**config.mk**
```make
export PLATFORM = sky130hd
export DESIGN_NAME = spi_flash_word_reader_flat
export DESIGN_NICKNAME = d
export VERILOG_FILES = /design/src/rtl/spi_flash_word_reader_if.sv /design/src/rtl/spi_flash_word_reader.sv /design/src/flat_wrapper.sv
export SDC_FILE = /design/constraint.sdc
export NUM_CORES = 1
export LEC_CHECK = 0
export CAP_MARGIN = 10
export CORE_MARGIN = 4
export CORE_UTILIZATION = 54
export DETAILED_ROUTE_END_ITERATION = 6
export PLACE_DENSITY = 0.78
export SYNTH_ARGS = -nofsm -noshare
export SYNTH_HDL_FRONTEND = slang
export SYNTH_SLANG_ARGS = --single-unit
```
**constraint.sdc**
```tcl
create_clock -name clock -period 3.9 [get_ports clock]
set_input_delay 0.78 -clock clock [delete_from_list [all_inputs] [get_ports clock]]
set_output_delay 0.78 -clock clock [all_outputs]
set_load 0.05 [all_outputs]
```
**src/rtl/spi_flash_word_reader_if.sv**
```systemverilog
// Request/response bundle between the bus adapter and the flash word reader.
// Master issues word reads; slave answers with a one-cycle response pulse.
interface spi_flash_word_reader_if;
    logic        req_valid;
    logic        req_ready;
    logic [23:0] req_addr;
    logic        rsp_valid;
    logic [31:0] rsp_data;

    modport master (
        output req_valid,
        output req_addr,
        input  req_ready,
        input  rsp_valid,
        input  rsp_data
    );

    modport slave (
        input  req_valid,
        input  req_addr,
        output req_ready,
        output rsp_valid,
        output rsp_data
    );
endinterface

```
**src/rtl/spi_flash_word_reader.sv**
```systemverilog
// SPI READ (0x03) fetch engine returning 32-bit little-endian words.
// Optional macro FLASH_CONT_READ_EN keeps csb low to stream sequential words.
module spi_flash_word_reader #(
    parameter int CLK_DIV      = 2,
    parameter int DUMMY_CYCLES = 0
) (
    input  logic                     clock,
    input  logic                     resetb,
    spi_flash_word_reader_if.slave   bus,
    output logic                     busy,
    output logic                     flash_csb,
    output logic                     flash_clk,
    output logic                     flash_io0,
    input  logic                     flash_io1
);
    localparam int CW = $clog2(2 * CLK_DIV + 1);
    localparam logic [CW-1:0] RISE = CW'(CLK_DIV - 1);
    localparam logic [CW-1:0] FALL = CW'(2 * CLK_DIV - 1);
    localparam logic [CW-1:0] ONE  = CW'(1);

    typedef enum logic [2:0] {
        IDLE, CMD, ADDR, DUMMY, DATA, DONE, GUARD, IDLE_CONT
    } state_t;

    state_t        state, state_n;
    logic [CW-1:0] cnt, cnt_n;
    logic [15:0]   bits, bits_n;
    logic [31:0]   tx, tx_n;
    logic [31:0]   rx, rx_n;
    logic          csb, csb_n;
    logic          sck, sck_n;
    logic          mosi, mosi_n;
    logic          rvld, rvld_n;
    logic [31:0]   rdat, rdat_n;
    logic          seqrd, seqrd_n;
    logic [31:0]   frame;
    logic          tick_r, tick_f, last;
    logic          unused_addr;

`ifdef FLASH_CONT_READ_EN
    logic [21:0]   word, word_n;
    logic [21:0]   nxt;
    logic          seq;
    assign nxt = word + 22'd1;
    assign seq = (bus.req_addr[23:2] == nxt) && (nxt != '0);
`endif

    assign frame       = {8'h03, bus.req_addr[23:2], 2'b00};
    assign unused_addr = ^bus.req_addr[1:0];
    assign tick_r      = (cnt == RISE);
    assign tick_f      = (cnt == FALL);
    assign last        = (bits == '0);

    assign bus.req_ready = (state == IDLE) || (state == IDLE_CONT);
    assign busy          = !bus.req_ready;
    assign bus.rsp_valid = rvld;
    assign bus.rsp_data  = rdat;
    assign flash_csb     = csb;
    assign flash_clk     = sck;
    assign flash_io0     = mosi;

    // Next-state and datapath: bit engine shared by CMD/ADDR/DUMMY/DATA.
    always_comb begin
        state_n = state;
        cnt_n   = cnt + ONE;
        bits_n  = bits;
        tx_n    = tx;
        rx_n    = rx;
        csb_n   = csb;
        sck_n   = sck;
        mosi_n  = mosi;
        rvld_n  = 1'b0;
        rdat_n  = rdat;
        seqrd_n = seqrd;
`ifdef FLASH_CONT_READ_EN
        word_n  = word;
`endif
        unique case (state)
            IDLE: begin
                cnt_n = '0;
                if (bus.req_valid) begin
                    state_n = CMD;
                    csb_n   = 1'b0;
                    tx_n    = frame;
                    mosi_n  = frame[31];
                    bits_n  = 16'd7;
                    seqrd_n = 1'b0;
`ifdef FLASH_CONT_READ_EN
                    word_n  = bus.req_addr[23:2];
`endif
                end
            end
            CMD, ADDR, DUMMY, DATA: begin
                if (tick_r) begin
                    sck_n = 1'b1;
                    if (state == DATA) rx_n = {rx[30:0], flash_io1};
                end
                if (tick_f) begin
                    sck_n  = 1'b0;
                    cnt_n  = '0;
                    tx_n   = {tx[30:0], 1'b0};
                    mosi_n = tx[30];
                    bits_n = bits - 16'd1;
                    if (last) begin
                        unique case (state)
                            CMD: begin
                                state_n = ADDR;
                                bits_n  = 16'd23;
                            end
                            ADDR: begin
                                if (DUMMY_CYCLES > 0) begin
                                    state_n = DUMMY;
                                    bits_n  = 16'(DUMMY_CYCLES - 1);
                                end else begin
                                    state_n = DATA;
                                    bits_n  = 16'd31;
                                end
                            end
                            DUMMY: begin
                                state_n = DATA;
                                bits_n  = 16'd31;
                            end
                            default: begin
                                state_n = DONE;
                                cnt_n   = seqrd ? ONE : '0;
                            end
                        endcase
                    end
                end
            end
            DONE: begin
`ifdef FLASH_CONT_READ_EN
                if (cnt == ONE) begin
                    rvld_n  = 1'b1;
                    rdat_n  = {rx[7:0], rx[15:8], rx[23:16], rx[31:24]};
                    state_n = IDLE_CONT;
                end
`else
                if (cnt == '0) csb_n = 1'b1;
                if (cnt == ONE) begin
                    rvld_n = 1'b1;
                    rdat_n = {rx[7:0], rx[15:8], rx[23:16], rx[31:24]};
                end
                if (cnt == FALL) state_n = IDLE;
`endif
            end
`ifdef FLASH_CONT_READ_EN
            IDLE_CONT: begin
                cnt_n = '0;
                if (bus.req_valid) begin
                    word_n = bus.req_addr[23:2];
                    if (seq) begin
                        state_n = DATA;
                        bits_n  = 16'd31;
                        seqrd_n = 1'b1;
                    end else begin
                        state_n = GUARD;
                        csb_n   = 1'b1;
                        tx_n    = frame;
                        mosi_n  = frame[31];
                        seqrd_n = 1'b0;
                    end
                end
            end
            GUARD: begin
                if (tick_f) begin
                    state_n = CMD;
                    csb_n   = 1'b0;
                    cnt_n   = '0;
                    bits_n  = 16'd7;
                end
            end
`endif
            default: begin
                state_n = IDLE;
                csb_n   = 1'b1;
                sck_n   = 1'b0;
            end
        endcase
    end

    // State and datapath registers; reset drops csb at once.
    always_ff @(posedge clock or negedge resetb) begin
        if (!resetb) begin
            state <= IDLE;
            cnt   <= '0;
            bits  <= '0;
            tx    <= '0;
            rx    <= '0;
            csb   <= 1'b1;
            sck   <= 1'b0;
            mosi  <= 1'b0;
            rvld  <= 1'b0;
            rdat  <= '0;
            seqrd <= 1'b0;
`ifdef FLASH_CONT_READ_EN
            word  <= '0;
`endif
        end else begin
            state <= state_n;
            cnt   <= cnt_n;
            bits  <= bits_n;
            tx    <= tx_n;
            rx    <= rx_n;
            csb   <= csb_n;
            sck   <= sck_n;
            mosi  <= mosi_n;
            rvld  <= rvld_n;
            rdat  <= rdat_n;
            seqrd <= seqrd_n;
`ifdef FLASH_CONT_READ_EN
            word  <= word_n;
`endif
        end
    end
endmodule

```
**src/flat_wrapper.sv**
```systemverilog
// flat-port wrapper written by rule: the top's interface ports become plain ports
module spi_flash_word_reader_flat 
#(
    parameter int CLK_DIV      = 2,
    parameter int DUMMY_CYCLES = 0
)
  (clock, resetb, busy, flash_csb, flash_clk, flash_io0, flash_io1, bus_req_valid, bus_req_addr, bus_req_ready, bus_rsp_valid, bus_rsp_data);
  spi_flash_word_reader_if bus_i ();
  input  logic clock;
  input  logic resetb;
  output logic busy;
  output logic flash_csb;
  output logic flash_clk;
  output logic flash_io0;
  input  logic flash_io1;
  input wire logic [$bits(bus_i.req_valid)-1:0] bus_req_valid;
  input wire logic [$bits(bus_i.req_addr)-1:0] bus_req_addr;
  output wire logic [$bits(bus_i.req_ready)-1:0] bus_req_ready;
  output wire logic [$bits(bus_i.rsp_valid)-1:0] bus_rsp_valid;
  output wire logic [$bits(bus_i.rsp_data)-1:0] bus_rsp_data;
  assign bus_i.req_valid = bus_req_valid;
  assign bus_i.req_addr = bus_req_addr;
  assign bus_req_ready = bus_i.req_ready;
  assign bus_rsp_valid = bus_i.rsp_valid;
  assign bus_rsp_data = bus_i.rsp_data;
  spi_flash_word_reader #(.CLK_DIV(CLK_DIV), .DUMMY_CYCLES(DUMMY_CYCLES)) u_core (.clock(clock), .resetb(resetb), .bus(bus_i), .busy(busy), .flash_csb(flash_csb), .flash_clk(flash_clk), .flash_io0(flash_io0), .flash_io1(flash_io1));
endmodule
```
==> results.tsv, run 1 <==
stage	metric	value	unit
critical_path	start_kind	register	
detailed_routing	firstDrtPassIters	5	
clocking	clk_pin_slew_worst_paths	60	ps
placed_design	routabilityCongestion	0.813	
floorplanning	dieHeight	105	um
clocking	cts.repair.resized	0	
grt	antenna_found_initial	0	
detailed_routing	avgViaCountPerCell	5.48	
logic_synthesis	postSynthNetCount	456	
cells_and_area	syn_to_final_growth	26.9	%
floorplanning	coreArea	0.00924	mm2
clocking	ctsHoldBuffers	0	
grt	gr-usage-all-layers	0.199	
timing	slew_violations	0	
logic_synthesis	yosysTopAreaCellShare	0.576	
run	max_cap_viol_count	0	
logic_synthesis	netlist_instances	422	
placed_design	dp.cells	603	
placed_design	place_ws	843	ps
clocking	post-cts-setup-buffers	0	
logic_synthesis	synthTopCellsByCount	dfrtp_1 (118), mux2_2 (64), nand2_1 (40)	
grt	first_global_vias	3572	
logic_synthesis	ys.flop_type	dfrtp_1	
logic_synthesis	synth-seq-area-share	0.582	
clocking	cts_max_path_buffers	2	
logic_synthesis	synth_area	0.00512	mm2
timing	fin_tns_setup	0	ps
cells_and_area	final_nets	527	
critical_path	critPathCaptureType	primary output	
clocking	clock_sinks	119	
logic_synthesis	yosys_warnings	0	
pwr	p_total	2.87	mW
detailed_routing	drc	0	
clocking	cts_buffers	17	
cells_and_area	drive_above_1_share	0.233	
floorplanning	ios	66	
pwr	vdd_drop_max	0.357	mV
run_status	status	complete, no violations	
grt	grt_overflow	0	
critical_path	critPathMaxFanout	18	
logic_synthesis	yosysUniqueCellTypes	54	
placed_design	io_buffers	63	
critical_path	arrival	2570	ps
timing	rsz0062_at_grt	no	
timing	min_period	3350	ps
pwr	powerDensity	442	mW/mm2
cells_and_area	diodes	0	
cells_and_area	finalNonFillerCells	635	
grt	grt_pass1_wl	17700	um
cells_and_area	n_fill_cell	665	
clocking	cts_tree	built	
pwr	p_leak	2.95	nW
clocking	cts_root_buf	clkbuf_8	
logic_synthesis	synthArstFlopShare	1.00	
logic_synthesis	ys_top_cells_by_area	dfrtp_1 (58%), mux2_2 (14%), mux2i_1 (4.1%)	
timing	post-route-period-util	0.860	
detailed_routing	antenna_left	0	
placed_design	hpwl	6280	um
detailed_routing	vias	3478	
critical_path	cp.required	3120	ps
detailed_routing	drt_wl_total	10100	um
critical_path	crit_type	reg2out	
detailed_routing	first_iter_violations	142	
timing	fmax	0.298	GHz
floorplanning	die_x	105	um
timing	fin_ws	545	ps
floorplanning	die-area	0.0111	mm2
logic_synthesis	synth.avg_cell_area	12.1	um2
clocking	htreeDepth	4	
timing	tightest_slew	960	ps
floorplanning	num_rows	35	
cells_and_area	design_area	0.00650	mm2
hold_path	hp-class	in2async	
timing	clock_skew	12.7	ps
logic_synthesis	synth_edf_count	0	
logic_synthesis	yosysTopAreaCell	dfrtp_1	
grt	grt_max_degree	65	
clocking	worstSkewPairLatency	510	ps
placed_design	post_dp_cell_area	0.00590	mm2
timing	hold_viol	0	
logic_synthesis	ys_ff_latch	119	
timing	relSlewSlack	0.360	
logic_synthesis	yosysMostFrequentCell	dfrtp_1	
floorplanning	start_util	0.554	
timing	setup_viol_count_final	0	
detailed_routing	wire_per_inst	15.9	um
## final timing paths
kind / slack, ps / end / start / cells after the start
max: 550 / bus_req_ready / u_core.state[1] / 4
min: 360 / u_core.bits[8] / resetb / 1
max reg2reg: 1380 / u_core.bits[8] / u_core.bits[0] / 7
min reg2reg: 460 / u_core.tx[2] / u_core.tx[2] / 2
max in group asynchronous: 2660 / u_core.tx[9] / resetb / 2
min in group clock: 460 / u_core.tx[2] / u_core.tx[2] / 2
## placed cells by master, fill, tap and decap left out, types with 6 or more instances in the layout
cell,Yosys,routed
clkdlybuf4s50_1,0,62
buf_4,1,10
ha_1,6,6
inv_6,0,6
a22o_1,6,6
mux2i_1,21,21
nand2_1,40,40
nand3_1,9,9
nor2_1,23,22
inv_1,13,13
a21oi_1,14,14
o21ai_0,33,33
dfrtp_1,118,118
mux2_2,64,64
clkbuf_16,0,16
## final cells by class
class	count	area, um2	share of cell area
Sequential cell	119	2980	0.458
Multi-Input combinational cell	270	2010	0.309
Timing Repair Buffer	72	696	0.107
Clock buffer	17	414	0.0637
Clock inverter	15	190	0.0293
Tap cell	129	161	0.0248
Inverter	13	48.8	0.00751
## critical path: stages (launching register included)
cell and delay [ps]:
dfrtp_1 560, or3_1 500, and2_1 180, inv_1 50, clkdlybuf4s50_1 790
## power by group
group          internal (mW)  total [mW]  switching, mW
Combinational         0.0237      0.0506         0.0269
Clock                  0.987        1.59          0.598
Sequential              1.24        1.24       0.000407
## registers in the layout, summed over array words and instances, names as in the netlist
signal                flops
u_core.flash_csb          1
u_core.state              3
u_core.bus.rsp_data      32
u_core.rx                32
u_core.flash_io0          1
u_core.flash_clk          1
u_core.bits              16
u_core.tx                29
u_core.bus.rsp_valid      1
u_core.cnt                3
## per-layer routing
metal | up-vias | track usage | routed length [um]
met3 | 10 | 0.0551 | 491
met5 | - | 0 | 0
met2 | 76 | 0.321 | 5010
met1 | 1743 | 0.260 | 4490
li1 | 1649 | - | -
met4 | 0 | 0.0656 | 106
## per-stage QoR
step | util | hold slack, ps
global route | 0.704 | 422
floorplan | - | 438
CTS | 0.704 | 381
global placement | 0.638 | 453
detailed placement | 0.638 | 457
finish | 0.704 | 356
## logic make-up (layout without fill, tap and decap cells)
logic type,Yosys count,after routing,share of synthesized area
AO/OA/AOI/OAI,77,77,0.0953
XOR/XNOR,5,5,0.00855
adder cells (fa/ha/maj),6,6,0.0147
buffers and inverters,33,117,0.0264
flip-flops,119,119,0.582
multiplexers,85,85,0.182
AND/OR/NAND/NOR,97,97,0.0918
(Power assumes the default switching activity.)
==> run 2, diff against run 1 <==
Clock period 3.9 ns to 3.7 ns, I/O delays scaled along.
==> results.tsv, run 2 (synthesized netlist as in run 1, its figures left out) <==
stage	metric	value	unit	change
timing	clock_skew	8.92	ps	-3.79 ps
critical_path	crit_cells	4		unchanged
timing	tightest_slew	659	ps	-301 ps
grt	grt_max_degree	45		-31%
detailed_routing	first_iter_violations	156		+9.9%
critical_path	slowest_stage	clkdlybuf4s50_1		
timing	whs	230	ps	-126 ps
cells_and_area	syn_to_final_growth	26.8	%	
floorplanning	coreArea	0.00924	mm2	unchanged
pwr	p_leak	2.94	nW	-0.33%
floorplanning	die-area	0.0111	mm2	unchanged
critical_path	worst_path_largest_cell_delay	790	ps	about the same
pwr	p_total	2.97	mW	+3.4%
clocking	cts_buffers	17		unchanged
clocking	clk_pin_slew_worst_paths	60	ps	about the same
run_status	status	complete, no violations		
critical_path	critPathMaxFanout	18		unchanged
floorplanning	num_rows	35		unchanged
critical_path	arrival	2590	ps	+20 ps
placed_design	hpwl	6400	um	+1.9%
cells_and_area	final_nets	529		+0.38%
critical_path	critical_path.cell_chain	or3_1, and2_1, inv_1, clkdlybuf4s50_1		
cells_and_area	diodes	0		unchanged
clocking	cts.repair.resized	0		unchanged
hold_path	hp-class	in2async		
detailed_routing	firstDrtPassIters	5		unchanged
timing	slew_violations	0		unchanged
placed_design	io_buffers	63		unchanged
placed_design	routabilityCongestion	0.791		-2.7%
timing	min_period	3330	ps	
timing	fmax	0.300	GHz	
clocking	post-cts-setup-buffers	0		unchanged
floorplanning	ios	66		unchanged
grt	grt_overflow	0		unchanged
timing	hold_viol	0		unchanged
clocking	clock_sinks	119		unchanged
critical_path	endpoint	bus_req_ready		
timing	rsz0062_at_grt	no		
timing	fin_ws	371	ps	-175 ps
pwr	intPower	2.30	mW	+2.6%
pwr	switchingPower	0.666	mW	+6.5%
critical_path	crit_buf_inv	2		unchanged
cells_and_area	finalNonFillerCells	637		+0.31%
critical_path	start_kind	register		
grt	antenna_found_initial	0		unchanged
grt	grt_pass1_wl	17600	um	-0.43%
timing	setup_viol_count_final	0		unchanged
cells_and_area	drive_above_1_share	0.234		+0.00105
critical_path	cp-startpoint	u_core.state[1]		
grt	first_global_vias	3645		+2.0%
cells_and_area	final_cell_mix	dfrtp_1 (118), mux2_2 (64), clkdlybuf4s50_1 (62), nand2_1 (40), o21ai_0 (33)		
placed_design	dp.cells	605		+0.33%
grt	gr-usage-all-layers	0.196		-0.00207
timing	fin_tns_setup	0	ps	unchanged
clocking	cts_max_path_buffers	2		unchanged
critical_path	r2r-start	u_core.bits[0]		
clocking	ctsHoldBuffers	0		unchanged
detailed_routing	vias	3484		+0.17%
pwr	pwr-share-seq	0.439		+0.009
pwr	powerDensity	457	mW/mm2	+3.6%
critical_path	r2r_setup_slack	1180	ps	-200 ps
detailed_routing	drc	0		unchanged
clocking	cts_root_buf	clkbuf_8		
critical_path	critPathCaptureType	primary output		
critical_path	cp.required	2960	ps	-160 ps
critical_path	crit_type	reg2out		
pwr	combinationalPowerShare	0.018		about the same
pwr	clockPowerShare	0.543		-0.009
pwr	vdd_drop_max	0.385	mV	+7.7%
detailed_routing	antenna_left	0		unchanged
run	max_cap_viol_count	0		unchanged
detailed_routing	avgViaCountPerCell	5.47		-0.14%
placed_design	place_ws	830	ps	-13.1 ps
floorplanning	dieHeight	105	um	unchanged
critical_path	timing.rr.end	u_core.bits[2]		
clocking	htreeDepth	4		unchanged
timing	post-route-period-util	0.900		
clocking	worstSkewPairLatency	510	ps	about the same
clocking	cts_tree	built		
floorplanning	start_util	0.554		unchanged
detailed_routing	drt_wl_total	10200	um	+1.2%
cells_and_area	layout_commonest_cell	dfrtp_1		
floorplanning	die_x	105	um	unchanged
critical_path	worstRegToRegCells	7		unchanged
pwr	switching_share	0.224		+0.00637
timing	relSlewSlack	0.558		+0.199
detailed_routing	wire_per_inst	16.0	um	+0.88%
critical_path	critPathTopFamily	buffers and inverters		
==> run 2: cell count changes in the layout (fill, tap and decap cells not counted), sizes merged <==
cell	change
clkbuf	+1
inv	+1
clkinvlp	+2
clkinv	-3
bufinv	-1
buf	+2
==> run 2: worst min-delay path by stage <==
stage	startpoint	to	slack, ps	cells after the start
floorplan	resetb	u_core.bits[0]	440	0
CTS	resetb	u_core.bits[12]	240	1
global placement	u_core.tx[2]	u_core.tx[2]	450	2
detailed placement	u_core.tx[5]	u_core.tx[5]	470	2
finish	resetb	u_core.bits[12]	230	1
global route	resetb	u_core.bus.rsp_data[3]	270	1
==> run 2: area by class of cell <==
type                            instances  area [um2]
Sequential cell                       119        2980
Fill cell                             624        2750
Multi-Input combinational cell        270        2010
Timing Repair Buffer                   74         711
Clock buffer                           18         418
Clock inverter                         14         164
Tap cell                              129         161
Inverter                               13        48.8
==> run 2: layer usage <==
layer	routed length, um	track usage	vias to the layer above	part of all wire
met3	460	0.0490	17	0.045
met5	0	0	-	0
li1	-	-	1656	-
met1	4570	0.256	1725	0.45
met4	137	0.0637	0	0.013
met2	5050	0.323	86	0.49
==> run 2: worst reg2reg max path, cell delays in order, from the launching register on <==
cell	delay (ps)
dfrtp_1	410
inv_1	70
ha_1	210
or3b_4	440
nor4_4	550
a31oi_1	360
a31oi_1	250
o31a_2	160
==> run 2: metrics by stage <==
stage / utilization / instance area (um2)
floorplan: - / 5120
global placement: 0.640 / 5910
detailed placement: 0.640 / 5910
CTS: 0.703 / 6490
global route: 0.703 / 6490
finish: 0.703 / 6490
==> run 2: power by group through the flow <==
| stage | sequential, mW | combinational (mW) | clock (mW) |
|---|---|---|---|
| 6_report | 1.30 | 0.0546 | 1.61 |
| 5_1_grt | 1.30 | 0.0618 | 1.70 |
| 4_1_cts | 1.30 | 0.0574 | 1.63 |
| 3_5_place_dp | 1.33 | 0.0571 | 0 |
| 3_3_place_gp | 1.33 | 0.0560 | 0 |
| 2_1_floorplan | 1.33 | 0.00118 | 0 |
